===== config.mk =====
export PLATFORM = sky130hd
export DESIGN_NAME = pipeline_hazard_ctrl
export DESIGN_NICKNAME = d
export VERILOG_FILES = /design/src/rtl/cpu_ctrl_pkg.sv /design/src/rtl/hazard_detect.sv /design/src/rtl/pipeline_hazard_ctrl.sv
export SDC_FILE = /design/constraint.sdc
export NUM_CORES = 1
export LEC_CHECK = 0
export BUFFER_PORTS_ARGS = -buffer_cell sky130_fd_sc_hd__buf_2
export CAP_MARGIN = 30
export CELL_PAD_IN_SITES_DETAIL_PLACEMENT = 0
export CELL_PAD_IN_SITES_GLOBAL_PLACEMENT = 1
export CORE_ASPECT_RATIO = 0.6
export CORE_MARGIN = 4
export CORE_UTILIZATION = 34
export DETAILED_ROUTE_END_ITERATION = 10
export PLACE_DENSITY = 0.74
export REMOVE_ABC_BUFFERS = 1
export SYNTH_ARGS = -nofsm -noshare
export SYNTH_HDL_FRONTEND = slang
export SYNTH_HIERARCHICAL = 1
export SYNTH_SLANG_ARGS = --single-unit

===== constraint.sdc =====
create_clock -name clk -period 3.3 [get_ports clk]
set_clock_uncertainty 0.1 [all_clocks]
set_input_delay 0.99 -clock clk [delete_from_list [all_inputs] [get_ports clk]]
set_output_delay 0.99 -clock clk [all_outputs]
set_load 0.05 [all_outputs]

===== src/rtl/cpu_ctrl_pkg.sv =====
// cpu_ctrl_pkg
// Shared definitions for the pipeline control block:
//   state_t     - memory-wait FSM encoding (ST_RUN, ST_MEM_WAIT)
//   FWD_*       - ALU operand forward-select codes
//   fwd_select  - priority pick of a forward source for one operand
// Build option: FORWARD_EN (see hazard_detect / pipeline_hazard_ctrl).
package cpu_ctrl_pkg;

    typedef enum logic [0:0] {
        ST_RUN      = 1'b0,
        ST_MEM_WAIT = 1'b1
    } state_t;

    localparam logic [1:0] FWD_NONE = 2'b00;
    localparam logic [1:0] FWD_WB   = 2'b01;
    localparam logic [1:0] FWD_MEM  = 2'b10;

    // The youngest producer wins: a non-load in EX beats whatever sits in MEM.
    // A load in EX has no result yet, so it falls through to the MEM check.
    function automatic logic [1:0] fwd_select(input logic ex_hit,
                                              input logic ex_is_load,
                                              input logic mem_hit);
        if (ex_hit && !ex_is_load) return FWD_MEM;
        else if (mem_hit)          return FWD_WB;
        else                       return FWD_NONE;
    endfunction

endpackage


===== src/rtl/hazard_detect.sv =====
// hazard_detect
// Combinational register-compare between the instruction in ID and the
// writers in EX and MEM.
// Ports:
//   id_rs, id_rt         in  source registers of the ID instruction
//   id_use_rs, id_use_rt in  ID instruction really reads rs / rt
//   ex_rd, mem_rd        in  destination registers in EX / MEM
//   ex_regwrite          in  EX instruction writes a register
//   mem_regwrite         in  MEM instruction writes a register
//   ex_memread           in  EX instruction is a load
//   data_stall           out ID must hold and a bubble goes into EX
//   fwd_a, fwd_b         out operand forward selects
// Build option FORWARD_EN: when defined, only load-use stalls and operands
// are forwarded; otherwise every RAW stalls and the selects stay FWD_NONE.
module hazard_detect
    import cpu_ctrl_pkg::*;
#(
    parameter int REG_AW = 5
) (
    input  logic [REG_AW-1:0] id_rs,
    input  logic [REG_AW-1:0] id_rt,
    input  logic              id_use_rs,
    input  logic              id_use_rt,
    input  logic [REG_AW-1:0] ex_rd,
    input  logic [REG_AW-1:0] mem_rd,
    input  logic              ex_regwrite,
    input  logic              mem_regwrite,
    input  logic              ex_memread,
    output logic              data_stall,
    output logic [1:0]        fwd_a,
    output logic [1:0]        fwd_b
);

    // Register 0 is hard-wired, so a write to it never creates a dependency.
    logic ex_hit_a, ex_hit_b, mem_hit_a, mem_hit_b;

    assign ex_hit_a  = id_use_rs && ex_regwrite  && (ex_rd  != '0) && (id_rs == ex_rd);
    assign ex_hit_b  = id_use_rt && ex_regwrite  && (ex_rd  != '0) && (id_rt == ex_rd);
    assign mem_hit_a = id_use_rs && mem_regwrite && (mem_rd != '0) && (id_rs == mem_rd);
    assign mem_hit_b = id_use_rt && mem_regwrite && (mem_rd != '0) && (id_rt == mem_rd);

`ifdef FORWARD_EN
    assign data_stall = ex_memread && (ex_hit_a || ex_hit_b);
    assign fwd_a      = fwd_select(ex_hit_a, ex_memread, mem_hit_a);
    assign fwd_b      = fwd_select(ex_hit_b, ex_memread, mem_hit_b);
`else
    // Without a bypass network the reader waits until the writer is in WB.
    logic unused_memread;
    assign unused_memread = ex_memread;
    assign data_stall = ex_hit_a || ex_hit_b || mem_hit_a || mem_hit_b;
    assign fwd_a      = FWD_NONE;
    assign fwd_b      = FWD_NONE;
`endif

endmodule


===== src/rtl/pipeline_hazard_ctrl.sv =====
// pipeline_hazard_ctrl
// Drives the write-enable / flush pairs of the four inter-stage registers of
// the 5-stage CPU, plus the PC write enable. Holds the memory-wait FSM, the
// memory watchdog and the stall performance counter.
// Ports:
//   clk, rst                       clock (rising edge), async active-high reset
//   id_rs, id_rt, id_use_rs/rt     ID source operands
//   ex_rd, mem_rd, ex/mem_regwrite writers in EX / MEM
//   ex_memread, ex_br_taken        EX is a load / EX resolved a taken branch
//   dmem_req, dmem_ready           data memory handshake from MEM
//   pc_we, {ifid,idex,exmem,memwb}_{we,flush}  register controls
//   fwd_a, fwd_b                   operand forward selects
//   mem_timeout                    sticky watchdog error
//   stall_cycles                   cycles with pc_we=0
// Build option FORWARD_EN enables operand forwarding (see hazard_detect).
module pipeline_hazard_ctrl
    import cpu_ctrl_pkg::*;
#(
    parameter int REG_AW      = 5,
    parameter int MEM_TIMEOUT = 16,
    parameter int PERF_W      = 32
) (
    input  logic              clk,
    input  logic              rst,
    input  logic [REG_AW-1:0] id_rs,
    input  logic [REG_AW-1:0] id_rt,
    input  logic              id_use_rs,
    input  logic              id_use_rt,
    input  logic [REG_AW-1:0] ex_rd,
    input  logic [REG_AW-1:0] mem_rd,
    input  logic              ex_regwrite,
    input  logic              mem_regwrite,
    input  logic              ex_memread,
    input  logic              ex_br_taken,
    input  logic              dmem_req,
    input  logic              dmem_ready,
    output logic              pc_we,
    output logic              ifid_we,
    output logic              ifid_flush,
    output logic              idex_we,
    output logic              idex_flush,
    output logic              exmem_we,
    output logic              exmem_flush,
    output logic              memwb_we,
    output logic              memwb_flush,
    output logic [1:0]        fwd_a,
    output logic [1:0]        fwd_b,
    output logic              mem_timeout,
    output logic [PERF_W-1:0] stall_cycles
);

    localparam int              CNT_W   = $clog2(MEM_TIMEOUT + 1);
    localparam logic [CNT_W-1:0] CNT_MAX = CNT_W'(MEM_TIMEOUT);

    state_t           state;
    logic [CNT_W-1:0] wait_cnt;
    logic             data_stall;
    logic [1:0]       hd_fwd_a, hd_fwd_b;
    logic             mem_stall;

    hazard_detect #(.REG_AW(REG_AW)) u_hazard_detect (
        .id_rs       (id_rs),
        .id_rt       (id_rt),
        .id_use_rs   (id_use_rs),
        .id_use_rt   (id_use_rt),
        .ex_rd       (ex_rd),
        .mem_rd      (mem_rd),
        .ex_regwrite (ex_regwrite),
        .mem_regwrite(mem_regwrite),
        .ex_memread  (ex_memread),
        .data_stall  (data_stall),
        .fwd_a       (hd_fwd_a),
        .fwd_b       (hd_fwd_b)
    );

    // A pending access stalls in either FSM state; a ready access advances.
    assign mem_stall = dmem_req && !dmem_ready;

    // Priority: memory stall, then branch flush, then data stall, then advance.
    always_comb begin
        pc_we       = 1'b0;
        ifid_we     = 1'b0;
        ifid_flush  = 1'b0;
        idex_we     = 1'b0;
        idex_flush  = 1'b0;
        exmem_we    = 1'b0;
        exmem_flush = 1'b0;
        memwb_we    = 1'b0;
        memwb_flush = 1'b0;
        fwd_a       = FWD_NONE;
        fwd_b       = FWD_NONE;
        if (!rst) begin
            fwd_a = hd_fwd_a;
            fwd_b = hd_fwd_b;
            if (mem_stall) begin
                // Front of the pipe freezes; WB receives a bubble.
                memwb_we    = 1'b1;
                memwb_flush = 1'b1;
            end else if (ex_br_taken) begin
                pc_we      = 1'b1;
                ifid_we    = 1'b1;
                ifid_flush = 1'b1;
                idex_we    = 1'b1;
                idex_flush = 1'b1;
                exmem_we   = 1'b1;
                memwb_we   = 1'b1;
            end else if (data_stall) begin
                idex_we    = 1'b1;
                idex_flush = 1'b1;
                exmem_we   = 1'b1;
                memwb_we   = 1'b1;
            end else begin
                pc_we    = 1'b1;
                ifid_we  = 1'b1;
                idex_we  = 1'b1;
                exmem_we = 1'b1;
                memwb_we = 1'b1;
            end
        end
    end

    // The watchdog counts MEM_WAIT cycles still without ready, saturating at
    // MEM_TIMEOUT; the error flag stays set until reset.
    always_ff @(posedge clk or posedge rst) begin
        if (rst) begin
            state        <= ST_RUN;
            wait_cnt     <= '0;
            mem_timeout  <= 1'b0;
            stall_cycles <= '0;
        end else begin
            if (!pc_we) stall_cycles <= stall_cycles + PERF_W'(1);
            case (state)
                ST_RUN: begin
                    wait_cnt <= '0;
                    if (mem_stall) state <= ST_MEM_WAIT;
                end
                ST_MEM_WAIT: begin
                    if (dmem_ready) begin
                        state <= ST_RUN;
                    end else if (wait_cnt != CNT_MAX) begin
                        wait_cnt <= wait_cnt + CNT_W'(1);
                        if ((wait_cnt + CNT_W'(1)) == CNT_MAX) mem_timeout <= 1'b1;
                    end
                end
                default: state <= ST_RUN;
            endcase
        end
    end

endmodule


==> results of run 1 <==
## synthesized netlist by cell type (all sizes together)
cell type,number,share of area
a32oi,2,0.0074
and3,2,0.0053
xor2,44,0.16
nand3b,1,0.0032
nor4b,1,0.0037
a31oi,2,0.0053
inv,10,0.016
nor3,20,0.042
buf,10,0.028
mux2i,1,0.0042
dfrtp,39,0.41
o311ai,3,0.022
nor2b,6,0.016
ha,4,0.021
mux2,1,0.0048
o21bai,1,0.0032
nor2,16,0.025
o21ai,3,0.0064
and4,4,0.015
nand3,12,0.025
clkbuf,1,0.0016
xnor2,12,0.044
nor4,7,0.028
and2,6,0.016
nand2,13,0.021
and2b,1,0.0032
or4,4,0.016
conb,2,0.0032
a21oi,1,0.0021
o21a,1,0.0032
o31ai,2,0.011
nand4,7,0.019
o22ai,1,0.0026
## cells by family (layout without fill, tap and decap cells)
group | Yosys count | after routing | synth area share
AOI/OAI and AO/OA | 16 | 16 | 0.06247
xor gates and xnor gates | 56 | 56 | 0.2075
adders and majority gates | 4 | 4 | 0.02118
buffers and inverters | 21 | 108 | 0.04553
DFF | 39 | 39 | 0.4129
muxes | 2 | 2 | 0.008999
other | 2 | 5 | 0.003177
and+or+nand+nor | 100 | 100 | 0.2382
## worst max-delay path: stages
cell and delay [ns]:
buf_6 0.09, or4_4 0.52, o21ai_2 0.15, o22ai_2 0.11
and2b_2 0.23, nor3_4 0.18, buf_6 0.19
## final timing paths
| kind | from | to | slack [ns] | cells past startpoint |
|---|---|---|---|---|
| min | stall_cycles[31]$_DFFE_PP0N_ | stall_cycles[31]$_DFFE_PP0N_ | 0.37 | 1 |
| max | mem_rd[0] | ifid_we | -0.25 | 7 |
| max in group asynchronous | rst | stall_cycles[12]$_DFFE_PP0N_ | 1.72 | 3 |
| min in group asynchronous | rst | wait_cnt[0]$_DFFE_PP0P_ | 1.04 | 3 |
| min reg2reg | stall_cycles[31]$_DFFE_PP0N_ | stall_cycles[31]$_DFFE_PP0N_ | 0.37 | 1 |
| max reg2reg | stall_cycles[2]$_DFFE_PP0N_ | stall_cycles[29]$_DFFE_PP0N_ | 1.14 | 4 |
## through the flow
step / hold slack, ns / cell area, um^2 / total power, W / TNS, ns
finish: 0.3671 / 3199 / 0.001618 / -0.6439
global route: 0.3757 / 3199 / 0.001694 / -0.8506
CTS: 0.3705 / 3138 / 0.001628 / -0.7717
detailed placement: 0.3620 / 2894 / 0.001037 / -1.266
global placement: 0.3513 / 2894 / 0.001028 / -1.139
floorplan: 0.3852 / 2305 / 0.0008886 / -9.727
## sequential cells by signal, indices dropped and copies added, names as in the netlist
register,flops
stall_cycles,32
wait_cnt,5
mem_timeout,1
state,1
## routing by layer
metal | vias to the layer above | part of all wire | GRT usage
met3 | 5 | 0.058 | 0.03065
met5 | - | 0 | 0
met2 | 57 | 0.42 | 0.2090
met1 | 944 | 0.51 | 0.2126
met4 | 0 | 0.010 | 0.04633
li1 | 1003 | - | -
## what timing repair did
action | in CTS | in global routing
hold endpoints to repair | 0 | 0
pin swaps | 3 | 3
resized for setup | 13 | 10
hold buffers | 0 | 0
endpoints found under the setup margin | 3 | 5
buffers inserted | 2 | 1
## where the power goes
group	total, W	switching [W]	leakage (nW)	internal [W]
Combinational	0.000461	0.000313	1.00	0.000148
Sequential	0.000582	0.0000599	0.509	0.000522
Clock	0.000575	0.000195	0.0875	0.000380
## final cells by class
cell class | count | area [um^2] | area share
inverter | 10 | 37.54 | 0.01173
tap | 87 | 108.9 | 0.03402
sequential | 39 | 975.9 | 0.3050
clock inverter | 2 | 38.79 | 0.01212
clock buffer | 6 | 138.9 | 0.04341
timing repair buffer | 90 | 554.3 | 0.1732
multi-input combinational | 183 | 1345 | 0.4204
==> metrics.txt, run 1 <==
Longest Clk Path Bufs 2; crit share post-route 1.077; vias in the first global route 1976; Fillers 640; layout cells sized above 1 0.3576; Area Growth Syn to Fin 35.36%; total core area 0.006705 mm^2; status finished, violations left; Post-route DRC 0; Slew Limit Fails 0; H-tree levels 2; Ports 76; drt first-iter violations 128; pwr dens 505.7 mW/mm^2; Startpoint Class input port; Clock transition at path regs 0.06 ns; drt first pass iters 4; Inserted Clock Buffers 5; post-DP HPWL 4530 um; Initial Utilization 0.3525; vias 2009; Die Area 0.008393 mm^2; final worst slack -0.2541 ns; crit path time final 3.554 ns; Hold WC Path Type register to register; most frequent cells in the layout 62 x buf_2, 43 x xor2_1, 39 x dfrtp_1; Yosys warning total 6; die width 115.6 um; Via density 4.818; Slew @ Worst Pin 0.9452 ns; RePlAce Congestion 0.8543; Syn Std Cell Area 0.002364 mm^2; Setup-failing EPs final 3; Worst IR Drop VDD 0.5068 mV; dpl ws -0.4745 ns; placed insts 406; largest net degree at the start of global routing 40; FMAX 281.4 MHz; Leak 1.600 nW; crit end category output port; antenna violations before repair 0; Cells after Synth 240; required time of the critical path 2.21 ns; Routed Antenna Nets 0; CP Class input port to output port; clock sink count 39; max_cap viols 0; row cnt 23; Antenna Cells 0; count of cell types in the netlist 42; unrepaired setup endpoints after global routing true; Avg Cell Area, Syn 9.848 um^2; Finished Core Util 0.4771; drt total wl 5885 um; Layout Cells excl Fill 417; IO buf count 69; Rel. slew slack 0.3686; FF+latch count, synth 39; Clock Latency Late Sink 0.28 ns; failing checks setup timing; Final Hold Viols 0; commonest non-fill, non-tap cell in the layout buf_2; Total GRT Usage 0.1436; routed len/inst 14.11 um; sequential area share after synthesis 0.4129; total gr overflow 0; Final #Nets 363; arrival time worst endpoint 2.46 ns; chip height 72.58 um; peak fanout along the critical path 3; first-pass GRT wire length 9577 um; Clock Tree Root clkbuf_16; CTS tree built
Power figures use the tool's default switching activity.
==> inputs of run 2 (changes only) <==
Settings changed: GPL_TIMING_DRIVEN from default to 0.
==> metrics.txt, run 2 (same netlist as run 1, synthesis figures left out) <==
Psw 0.0005612 W (-1.1%); H-tree levels 2 (unchanged); Setup-failing EPs final 3 (unchanged); peak fanout along the critical path 3 (unchanged); Hold Path Depth 1 (unchanged); failing checks setup timing; Total GRT Usage 0.1322 (-0.01137); Logic pwr share 0.278 (-0.007); Worst IR Drop VDD 0.4212 mV (-17%); total core area 0.006705 mm^2 (unchanged); chip height 72.58 um (unchanged); largest net degree at the start of global routing 42 (+5.0%); CTS Hold Bufs 0 (unchanged); crit-path max cell delay 0.53 ns (about the same); layout cells sized above 1 0.3195 (-0.03809); vias 1909 (-5.0%); CP Class input port to output port; Layout Cells excl Fill 400 (-4.1%); Slew Limit Fails 0 (unchanged); pwr dens 511.1 mW/mm^2 (+1.1%); die width 115.6 um (unchanged); first-pass GRT wire length 8914 um (-6.9%); Top reg by flops stall_cycles; drt total wl 5584 um (-5.1%); Post-route DRC 0 (unchanged); required time of the critical path 2.21 ns (about the same); crit path time final 3.564 ns (+0.009967 ns); Routed Antenna Nets 0 (unchanged); total gr overflow 0 (unchanged); Startpoint Class input port; Die Area 0.008393 mm^2 (unchanged); Final #Nets 346 (-4.7%); register share of total power 0.373 (+0.014); Fillers 649 (+1.4%); crit end category output port; Antenna Cells 0 (unchanged); Via density 4.773 (-0.94%); chain of cells forming the critical path buf_8 > or4_4 > o21ai_4 > o22ai_2 > and2b_2 > nor3_4 > buf_6; Clock Tree Root clkbuf_16; Final Hold Viols 0 (unchanged); Largest regs stall_cycles x32, wait_cnt x5; Sw Share 0.3575 (+0.006593); CP Buf/Inv Count 2 (unchanged); RePlAce Congestion 0.8614 (+0.83%); Rel. slew slack 0.3714 (+0.002854); Clock transition at path regs 0.06 ns (about the same); FMAX 280.6 MHz (-0.28%); r2r worst-path depth 4 (unchanged); Clock Latency Late Sink 0.28 ns (about the same); drt first-iter violations 85 (-34%); status finished, violations left; Pint 0.001009 W (-3.9%); max_cap viols 0 (unchanged); IO buf count 69 (unchanged); Inserted Clock Buffers 5 (unchanged); final worst slack -0.2641 ns (-0.009967 ns); Hold WC Path Type register to register; clock share of power 0.350 (-0.005); CTS tree built; unrepaired setup endpoints after global routing true; Initial Utilization 0.3525 (unchanged); Leak 1.522 nW (-4.9%); vias in the first global route 1881 (-4.8%); Finished Core Util 0.4581 (-0.01903); drt first pass iters 4 (unchanged); row cnt 23 (unchanged); slowest CP cell or4_4; placed insts 388 (-4.4%); commonest non-fill, non-tap cell in the layout buf_2; max reg flops 32 (unchanged); arrival time worst endpoint 2.47 ns (about the same); Ports 76 (unchanged); crit share post-route 1.080 (+0.003020); critical path depth 7 (unchanged); clock sink count 39 (unchanged); Longest Clk Path Bufs 2 (unchanged); routed len/inst 13.96 um (-1.1%); most frequent cells in the layout 59 x buf_2, 44 x xor2_1, 39 x dfrtp_1; Slew @ Worst Pin 0.9409 ns (-0.004272 ns); antenna violations before repair 0 (unchanged); post-DP HPWL 4186 um (-7.6%); Area Growth Syn to Fin 29.96%; cell family with most CP delay simple AND/OR/NAND/NOR gates
## run 2: changes by cell type in the layout (fill, tap and decap cells not counted), moves of 2 or more
cell / delta
nor4_1: +2
buf_2: -3
buf_4: -14
nor4_2: -2
## run 2: worst paths after layout
check / from / to / slack, ns
min in group asynchronous: rst / wait_cnt[0]$_DFFE_PP0P_ / 0.80
hold / removal: stall_cycles[31]$_DFFE_PP0N_ / stall_cycles[31]$_DFFE_PP0N_ / 0.36
max in group asynchronous: rst / stall_cycles[3]$_DFFE_PP0N_ / 1.93
setup / recovery: mem_rd[3] / ifid_we / -0.26
hold reg to reg: stall_cycles[31]$_DFFE_PP0N_ / stall_cycles[31]$_DFFE_PP0N_ / 0.36
setup reg to reg: stall_cycles[2]$_DFFE_PP0N_ / stall_cycles[29]$_DFFE_PP0N_ / 1.06
## run 2: power groups by stage
stage	logic, W	registers (W)	clock network [W]
4_1_cts	0.000438	0.000583	0.000561
3_3_place_gp	0.000415	0.000590	0
2_1_floorplan	0.000171	0.000717	0
3_5_place_dp	0.000419	0.000592	0
6_report	0.000436	0.000585	0.000549
5_1_grt	0.000467	0.000591	0.000575
## run 2: worst reg2reg max path: cells and delay by family (launching register included)
kind	cells	cell delay, ns
and+or+nand+nor	3	1.39
DFF	1	0.45
xor gates and xnor gates	1	0.21
## run 2: per-layer routing
layer	vias up	wire length, um	global-route usage
met2	61	2284	0.1897
met3	2	330	0.03065
met1	880	2935	0.2029
met5	-	0	0
met4	0	34	0.02703
li1	966	-	-
## run 2: stage by stage
stage               setup slack, ns  hold WS (ns)  TNS (ns)  area (um^2)  power (W)
global placement            -0.8783        0.3515    -4.347         2759   0.001005
finish                      -0.2641        0.3575   -0.7266         3072   0.001570
CTS                         -0.3638        0.3649   -0.8681         3059   0.001582
floorplan                    -1.965        0.3852    -9.727         2305  0.0008886
detailed placement          -0.9100        0.3526    -3.568         2759   0.001012
global route                -0.3379        0.3747    -1.046         3072   0.001632
## run 2: what timing repair did
item                                    in CTS  in global routing
pin swaps                                   10                  6
setup buffers                                4                  0
cloned                                       0                  0
resized for setup                           28                  2
endpoints found under the setup margin       8                  9
## run 2: area by class of cell
| type | count | area (um^2) | share of cell area |
|---|---|---|---|
| clock inverters | 3 | 43.79 | 0.01426 |
| repair buffers | 73 | 437.9 | 0.1426 |
| flip-flops and latches | 39 | 975.9 | 0.3177 |
| multi-input cells | 183 | 1340 | 0.4363 |
| clock buffers | 5 | 125.1 | 0.04073 |
| inverters | 10 | 40.04 | 0.01303 |
| well taps | 87 | 108.9 | 0.03544 |
